==> config.mk <==
export PLATFORM = sky130hd
export DESIGN_NAME = spi_master_shifter_flat
export DESIGN_NICKNAME = d
export VERILOG_FILES = /design/src/rtl/spi_master_shifter_if.sv /design/src/rtl/spi_master_shifter.sv /design/src/flat_wrapper.sv
export SDC_FILE = /design/constraint.sdc
export NUM_CORES = 1
export LEC_CHECK = 0
export ABC_CLOCK_PERIOD_IN_PS = 4480
export BUFFER_PORTS_ARGS = -buffer_cell sky130_fd_sc_hd__buf_2
export CAP_MARGIN = 10
export CELL_PAD_IN_SITES_DETAIL_PLACEMENT = 1
export CELL_PAD_IN_SITES_GLOBAL_PLACEMENT = 1
export CORE_MARGIN = 4
export CORE_UTILIZATION = 35
export DETAILED_ROUTE_END_ITERATION = 12
export HOLD_SLACK_MARGIN = 0.15
export PLACE_DENSITY = 0.78
export RECOVER_POWER = 100
export SYNTH_ARGS = -nofsm -noshare
export SYNTH_HDL_FRONTEND = slang
export SYNTH_SLANG_ARGS = --single-unit
==> constraint.sdc <==
create_clock -name clk -period 4.48 [get_ports clk]
set_clock_uncertainty 0.2 [all_clocks]
set_input_delay 0.224 -clock clk [delete_from_list [all_inputs] [get_ports clk]]
set_output_delay 0.224 -clock clk [all_outputs]
set_load 0.01 [all_outputs]
==> src/rtl/spi_master_shifter_if.sv <==
// SPI master bus bundle: TX/RX FIFO handshakes plus the four SPI pins.
interface spi_master_shifter_if #(
  parameter int unsigned SPI_DATA_WIDTH = 8
);
  logic [SPI_DATA_WIDTH-1:0] tx_data;
  logic                      tx_empty;
  logic                      tx_load;
  logic                      rx_full;
  logic                      rx_store;
  logic [SPI_DATA_WIDTH-1:0] rx_data;
  logic                      sck;
  logic                      mosi;
  logic                      miso;
  logic                      ss_n;

  // Shifter side.
  modport master (
    input  tx_data, tx_empty, rx_full, miso,
    output tx_load, rx_store, rx_data, sck, mosi, ss_n
  );

  // FIFO / SPI slave side.
  modport slave (
    output tx_data, tx_empty, rx_full, miso,
    input  tx_load, rx_store, rx_data, sck, mosi, ss_n
  );
endinterface

==> src/rtl/spi_master_shifter.sv <==
// SPI master frame engine: pops a word from the TX FIFO, shifts it out on mosi while
// assembling miso into a word, then pushes that word to the RX FIFO.
module spi_master_shifter #(
  parameter int unsigned SPI_DATA_WIDTH = 8
) (
  input  logic                 clk,
  input  logic                 rst,
  input  logic                 enable,
  input  logic                 cpol,
  input  logic                 cpha,
  input  logic                 lsb_first,
  input  logic [7:0]           clk_div,
  spi_master_shifter_if.master bus,
  output logic                 busy,
  output logic                 rx_overrun
);

  localparam int unsigned      EdgeW    = $clog2(2 * SPI_DATA_WIDTH);
  localparam logic [EdgeW-1:0] LastEdge = EdgeW'(2 * SPI_DATA_WIDTH - 1);

  typedef enum logic [2:0] {StIdle, StSetup, StShift, StDone, StGap} state_e;

  state_e                    state_q;
  logic [7:0]                div_q;
  logic [7:0]                div_lim_q;
  logic [EdgeW-1:0]          edge_q;
  logic [SPI_DATA_WIDTH-1:0] tx_sh_q;
  logic [SPI_DATA_WIDTH-1:0] rx_sh_q;
  logic                      cpol_q, cpha_q, lsb_q;
  logic                      sck_q, mosi_q, ss_n_q, busy_q;

  logic                      tick, start, leading, do_sample, do_shift, next_bit;
  logic [SPI_DATA_WIDTH-1:0] tx_shifted, rx_shifted;

  // Divider terminal count, edge classification and shift-register next values.
  always_comb begin
    tick       = (div_q == div_lim_q);
    start      = (state_q == StIdle) && enable && !bus.tx_empty;
    leading    = ~edge_q[0];
    do_sample  = leading ^ cpha_q;
    // With cpha=1 the first leading edge keeps bit 0 on the line.
    do_shift   = cpha_q ? (leading && (edge_q != '0)) : ~leading;
    next_bit   = lsb_q ? tx_sh_q[1] : tx_sh_q[SPI_DATA_WIDTH-2];
    tx_shifted = lsb_q ? (tx_sh_q >> 1) : (tx_sh_q << 1);
    rx_shifted = lsb_q ? {bus.miso, rx_sh_q[SPI_DATA_WIDTH-1:1]}
                       : {rx_sh_q[SPI_DATA_WIDTH-2:0], bus.miso};
  end

  // FIFO strobes decode straight from the state register so they can never fire against a
  // full/empty flag; tx_load is also held off while reset is asserted.
  assign bus.tx_load  = start && !rst;
  assign bus.rx_store = (state_q == StDone) && !bus.rx_full;
  assign rx_overrun   = (state_q == StDone) && bus.rx_full;
  assign bus.rx_data  = rx_sh_q;
  assign bus.sck      = sck_q;
  assign bus.mosi     = mosi_q;
  assign bus.ss_n     = ss_n_q;
  assign busy         = busy_q;

  // Frame FSM with divider, edge counter and registered SPI pins.
  always_ff @(posedge clk or posedge rst) begin
    if (rst) begin
      state_q   <= StIdle;
      div_q     <= '0;
      div_lim_q <= '0;
      edge_q    <= '0;
      tx_sh_q   <= '0;
      rx_sh_q   <= '0;
      cpol_q    <= 1'b0;
      cpha_q    <= 1'b0;
      lsb_q     <= 1'b0;
      sck_q     <= 1'b0;
      mosi_q    <= 1'b0;
      ss_n_q    <= 1'b1;
      busy_q    <= 1'b0;
    end else begin
      // New clk_div only takes effect at a terminal count, so sck never glitches.
      if (tick) begin
        div_q     <= '0;
        div_lim_q <= clk_div;
      end else begin
        div_q <= div_q + 8'd1;
      end

      unique case (state_q)
        StIdle: begin
          div_q     <= '0;
          div_lim_q <= clk_div;
          edge_q    <= '0;
          sck_q     <= cpol;
          mosi_q    <= 1'b0;
          ss_n_q    <= 1'b1;
          if (start) begin
            cpol_q  <= cpol;
            cpha_q  <= cpha;
            lsb_q   <= lsb_first;
            tx_sh_q <= bus.tx_data;
            mosi_q  <= lsb_first ? bus.tx_data[0] : bus.tx_data[SPI_DATA_WIDTH-1];
            ss_n_q  <= 1'b0;
            busy_q  <= 1'b1;
            state_q <= StSetup;
          end
        end
        StSetup: begin
          if (tick) state_q <= StShift;
        end
        StShift: begin
          if (tick) begin
            sck_q  <= ~sck_q;
            edge_q <= edge_q + 1'b1;
            if (do_sample) rx_sh_q <= rx_shifted;
            if (do_shift) begin
              tx_sh_q <= tx_shifted;
              mosi_q  <= next_bit;
            end
            // The last toggle returns sck to cpol_q.
            if (edge_q == LastEdge) begin
              state_q <= StDone;
              ss_n_q  <= 1'b1;
              mosi_q  <= 1'b0;
              edge_q  <= '0;
            end
          end
        end
        StDone: begin
          div_q     <= '0;
          div_lim_q <= clk_div;
          state_q   <= StGap;
        end
        StGap: begin
          if (tick) begin
            state_q <= StIdle;
            busy_q  <= 1'b0;
          end
        end
        default: state_q <= StIdle;
      endcase
    end
  end

endmodule

==> src/flat_wrapper.sv <==
// flat-port wrapper written by rule: the top's interface ports become plain ports
module spi_master_shifter_flat 
#(
  parameter int unsigned SPI_DATA_WIDTH = 8
)
  (clk, rst, enable, cpol, cpha, lsb_first, clk_div, busy, rx_overrun, bus_tx_data, bus_tx_empty, bus_rx_full, bus_miso, bus_tx_load, bus_rx_store, bus_rx_data, bus_sck, bus_mosi, bus_ss_n);
  spi_master_shifter_if #(.SPI_DATA_WIDTH(SPI_DATA_WIDTH)) bus_i ();
  input  logic clk;
  input  logic rst;
  input  logic enable;
  input  logic cpol;
  input  logic cpha;
  input  logic lsb_first;
  input  logic [7:0] clk_div;
  output logic busy;
  output logic rx_overrun;
  input wire logic [$bits(bus_i.tx_data)-1:0] bus_tx_data;
  input wire logic [$bits(bus_i.tx_empty)-1:0] bus_tx_empty;
  input wire logic [$bits(bus_i.rx_full)-1:0] bus_rx_full;
  input wire logic [$bits(bus_i.miso)-1:0] bus_miso;
  output wire logic [$bits(bus_i.tx_load)-1:0] bus_tx_load;
  output wire logic [$bits(bus_i.rx_store)-1:0] bus_rx_store;
  output wire logic [$bits(bus_i.rx_data)-1:0] bus_rx_data;
  output wire logic [$bits(bus_i.sck)-1:0] bus_sck;
  output wire logic [$bits(bus_i.mosi)-1:0] bus_mosi;
  output wire logic [$bits(bus_i.ss_n)-1:0] bus_ss_n;
  assign bus_i.tx_data = bus_tx_data;
  assign bus_i.tx_empty = bus_tx_empty;
  assign bus_i.rx_full = bus_rx_full;
  assign bus_i.miso = bus_miso;
  assign bus_tx_load = bus_i.tx_load;
  assign bus_rx_store = bus_i.rx_store;
  assign bus_rx_data = bus_i.rx_data;
  assign bus_sck = bus_i.sck;
  assign bus_mosi = bus_i.mosi;
  assign bus_ss_n = bus_i.ss_n;
  spi_master_shifter #(.SPI_DATA_WIDTH(SPI_DATA_WIDTH)) u_core (.clk(clk), .rst(rst), .enable(enable), .cpol(cpol), .cpha(cpha), .lsb_first(lsb_first), .clk_div(clk_div), .bus(bus_i), .busy(busy), .rx_overrun(rx_overrun));
endmodule
; ---- Yosys cells after proc, flatten, opt, wreduce, memory -nomap -nowiden
; Cells that the tools add are included.
; Widths: inputs -> output; s select.
[classes]
n_eq_ne = 13
multipliers = 0
n_div = 0
order_cmp = 0
n_mux = 36
bitwise_logic = 3
n_reduce_logical = 23
n_addsub = 2
n_shift = 0
[op_table]
columns = operator, count
row1 = $mux 8, 9
row2 = $pmux 8 s2, 1
row3 = $mux 3, 5
row4 = $pmux 3 s5, 1
row5 = $mux 1, 13
row6 = $ne 2x1->1 const B, 6
row7 = $reduce_and 3->1, 4
row8 = $add 8x1->8 const B, 1
row9 = $eq 8x8->1, 1
row10 = $mux 4, 2
row11 = $pmux 1 s2, 4
row12 = $pmux 4 s2, 1
row13 = $eq 3x2->1 const B, 2
row14 = $logic_and 1x1->1, 6
row15 = $reduce_bool 2->1, 3
row16 = $reduce_and 5->1, 1
row17 = $add 4x1->4 const B, 1
row18 = $eq 4x4->1 const B, 1
row19 = $reduce_and 2->1, 2
row20 = $reduce_and 4->1, 1
row21 = $reduce_bool 4->1, 1
row22 = $eq 3x1->1 const B, 1
row23 = $eq 3x3->1 const B, 1
row24 = $logic_not 1->1, 3
row25 = other kinds (5), 6
[totals]
rom_bits = 0
in_bits = 25
word_cells = 89
output_inout_bits = 15
memories = 0
latch_bits = 0
mem_bits_rw = 0
regBits = 45

; ---- Depth between registers and ports, before layout
[depth]
ltp_word = 7
ltp_mapped = 8

; ---- Least setup slack after synthesis
; OpenSTA, ideal clock, no wires.
[synth_path]
kind = flip-flop to flip-flop
from = register u_core.div_q[3]
to = register u_core.rx_sh_q[0], in the netlist u_core.bus.rx_data[0]
setup_slack_ps = 2307
arrival_ps = 1848
period_less_slack_ps = 2173
setup_time_ps = 125
stages_incl_launch_ff = 6
path_cell_list = dfrtp_1 -> xor2_1 -> nor4_2 -> nand2_2 -> nor3_4 -> mux2_2
[synth_between]
elab_chain_cells = 2
[synth_lines]
columns = element, line
row1 = "start, declared", spi_master_shifter.sv:24  ; logic [7:0] div_q;
row2 = "start signal, assigned", spi_master_shifter.sv:82  ; div_q <= div_q + 8'd1;
row3 = $eq 8x8->1, spi_master_shifter.sv:37  ; tick = (div_q == div_lim_q);
row4 = $reduce_and 3->1 (no line), -
row5 = "end signal, assigned", spi_master_shifter.sv:111  ; if (do_sample) rx_sh_q <= rx_shifted;
row6 = "end, declared", spi_master_shifter.sv:28  ; logic [SPI_DATA_WIDTH-1:0] rx_sh_q;
; Every way passes these cells.
; A chain may end at the register's enable or synchronous reset.

; ---- Final worst setup path
[layout_path]
from = register u_core.div_q[2]
to = register u_core.rx_sh_q[6], in the netlist u_core.bus.rx_data[6]
; The elaborated chain is that of the path after synthesis.

==> flow_summary.json <==
{
  "cp.required_ns": 4.47,
  "syn_nets": 248,
  "num_vias": 1849,
  "drtPass1Iterations": 4,
  "worst_r2r_startpoint": "u_core.div_q[2]",
  "synth.avg_cell_area_um2": 10.7,
  "regToRegSetupSlack_ns": 1.36,
  "dpl-instance-area_mm2": 0.00262,
  "seq_area_frac_synth_pct": 47.8,
  "grtUsageTotal_pct": 15.0,
  "ios": 40,
  "synthXorXnorAreaFrac_pct": 5.58,
  "die_area_mm2": 0.00811,
  "yosys.area_share.simple_pct": 14.3,
  "period_needed_ns": 3.12,
  "wl_met2_mm": 2.88,
  "setup_viol": 0,
  "p_leak_uw": 0.00132,
  "wl_met1_mm": 2.51,
  "hold_start": "enable",
  "overflow": 0,
  "initial_utilization_pct": 36.5,
  "nNetsFinal": 307,
  "yosysTopAreaCellShare_pct": 46.7,
  "cts_buffer_depth": 2,
  "cts_buffers": 5,
  "synth_flop_cell": "dfrtp_1",
  "clk_pin_slew_worst_paths_ns": 0.09,
  "dp_slack_ns": 2.06,
  "synth_compound_area_share_pct": 12.2,
  "maxCapViolCount": 1,
  "arrival_ns": 3.10,
  "synth-edff-count": 0,
  "violations": "capacitance limit, slew limit",
  "worst_pin_slew_ns": 2.48,
  "cts_tree": "built",
  "numPortBuffers": 39,
  "cellPowerDensity_mw_per_mm2": 426,
  "power_uw": 1230,
  "cts.htree.levels": 2,
  "drt_wl_total_mm": 5.65,
  "hp-class": "in -> reg",
  "syn_to_final_growth_pct": 22.5,
  "synth-seq-cells": 45,
  "max_slew_margin_pct": -65.4,
  "design_area_mm2": 0.00289,
  "grt_max_degree": 46,
  "synth_top_family_by_area": "multiplexers",
  "clock_sinks": 45,
  "wl_met3_um": 202,
  "hold_viol": 0,
  "antennaDiodeCount": 0,
  "outcome": "finished, violations left",
  "yosysTopAreaCell": "dfrtp_1",
  "worstPathCellList": "xor2_1 > nor4_1 > nand2_1 > nor3_1 > mux2_2",
  "cts_hold_buf": 21,
  "final_cell_mix": "44 x dfrtp_1, 25 x mux2_2, 23 x buf_2",
  "coreArea_mm2": 0.00646,
  "place_congestion": 0.764,
  "yosys_warnings": 0,
  "via_per_inst": 5.18,
  "synthTopCellsByArea": "dfrtp_1 47%, mux2_2 12%, xor2_1 5.2%, nor2_1 3.3%, mux2i_1 3.0%",
  "crit_slowest_cell": "nor3_1",
  "fmax_mhz": 321,
  "post-route-period-util_pct": 69.6,
  "drive_gt1_share_pct": 22.1,
  "antenna_found_initial": 0,
  "hpwl_mm": 3.99,
  "post_cts_resized": 0,
  "fin_ws_ns": 1.36,
  "layout_commonest_cell": "dfrtp_1",
  "cts_root_buf": "clkbuf_8",
  "syn-instance-count": 220,
  "ir_worst_vdd_mv": 0.223,
  "wl_per_cell_um": 15.8,
  "r2r_end": "u_core.bus.rx_data[6]",
  "postRouteAntennaNets": 0,
  "hold_end": "u_core.state_q[0]",
  "cp-start-kind": "register",
  "rsz0062_at_grt": "false",
  "netlist_area_mm2": 0.00236,
  "holdPathStages": 5,
  "die_w_um": 90.0,
  "final_max_slew_viol_count": 46,
  "rows": 29,
  "yosysUniqueCellTypes": 44,
  "postCtsSetupBuffers": 0,
  "top_layer": "met4",
  "async_flop_share_pct": 100,
  "die_h_um": 90.0,
  "reg2reg_depth": 5,
  "drc": 0,
  "finalSetupTns_ns": 0,
  "synthMuxAreaShare_pct": 14.9,
  "synth_fa_ha_area_share_pct": 1.59,
  "initialDrtViolationCount": 101,
  "fillerInstances": 743,
  "path_max_fanout": 8,
  "cp-end-kind": "register",
  "holdWs_ns": 0.258,
  "grt_pass1_vias": 2052,
  "path_class": "reg -> reg",
  "cp_slowest_stage_delay_ns": 0.91,
  "clkLatencyLatePin_ns": 0.30,
  "grt_first_pass_wirelength_mm": 10.0
}
==> cells by family after synthesis <==
family	after synthesis
simple gates	65
compound gates	40
flops	45
xor+xnor	15
buf+inv	20
fa+ha+maj	3
mux	32
==> synth_stat cells (2+ instances only) <==
| cell | number |
|---|---|
| xor2_1 | 14 |
| ha_1 | 3 |
| nor2_1 | 21 |
| nor3_1 | 7 |
| nand2_1 | 12 |
| nor4_2 | 2 |
| nand3_1 | 9 |
| a31oi_1 | 3 |
| or2_2 | 2 |
| o22a_1 | 4 |
| mux2_2 | 25 |
| o2bb2ai_1 | 6 |
| o21ai_0 | 4 |
| clkbuf_1 | 9 |
| inv_1 | 10 |
| a21oi_1 | 12 |
| dfrtp_1 | 44 |
| mux2i_1 | 7 |
==> metrics by stage <==
stage,util (%),instances
final,44.7,357
after global routing,44.7,357
after CTS,45.6,357
after detailed placement,40.5,328
after global placement,40.5,328
after floorplan,-,220
==> registers in the layout (all words and copies together) (netlist names) <==
register / cells
u_core.bus.ss_n: 1
u_core.edge_q: 4
u_core.bus.rx_data: 8
u_core.busy: 1
u_core.lsb_q: 1
u_core.div_q: 8
u_core.state_q: 3
u_core.bus.mosi: 1
u_core.bus.sck: 1
u_core.div_lim_q: 8
u_core.tx_sh_q: 8
u_core.cpha_q: 1
==> cell type report <==
cell class	count	area, um2	share of cell area [%]
Sequential cell	45	1130	39.1
Multi-Input combinational cell	155	1110	38.6
Timing Repair Buffer	62	393	13.6
Tap cell	77	96.3	3.34
Clock buffer	7	86.3	2.99
Inverter	10	37.5	1.30
Clock inverter	1	30.0	1.04
==> power breakdown <==
part,switching [uW],internal (uW),total (uW),leakage [uW]
sequential,98.0,503,601,0.000580
combinational,148,159,307,0.000682
clock,141,182,323,0.0000585
total,387,844,1230,0.00132
==> worst max-delay path by stage <==
stage,startpoint,endpoint,slack [ns],cells after the start
3_5_place_dp,u_core.div_q[3],u_core.bus.rx_data[6],2.06,5
6_report,u_core.div_q[2],u_core.bus.rx_data[6],1.36,5
3_3_place_gp,u_core.state_q[1],u_core.bus.rx_data[7],2.10,3
5_1_grt,rst,u_core.state_q[2],0.97,4
4_1_cts,u_core.div_q[3],u_core.bus.rx_data[6],2.02,5
2_1_floorplan,u_core.div_q[3],u_core.bus.rx_data[0],2.31,5
==> metal layers <==
| metal | track usage, % | vias up |
|---|---|---|
| met1 | 18.2 | 917 |
| met4 | 3.83 | 0 |
| li1 | - | 899 |
| met5 | 0 | - |
| met2 | 26.6 | 28 |
| met3 | 3.59 | 5 |
==> worst max-delay path: cells and delay by family (launching register included) <==
kind	cells	cell delay, ns
flip-flops	1	0.44
XOR/XNOR	1	0.18
multiplexers	1	0.42
AND/OR/NAND/NOR	3	1.75
(Power assumes the default switching activity.)
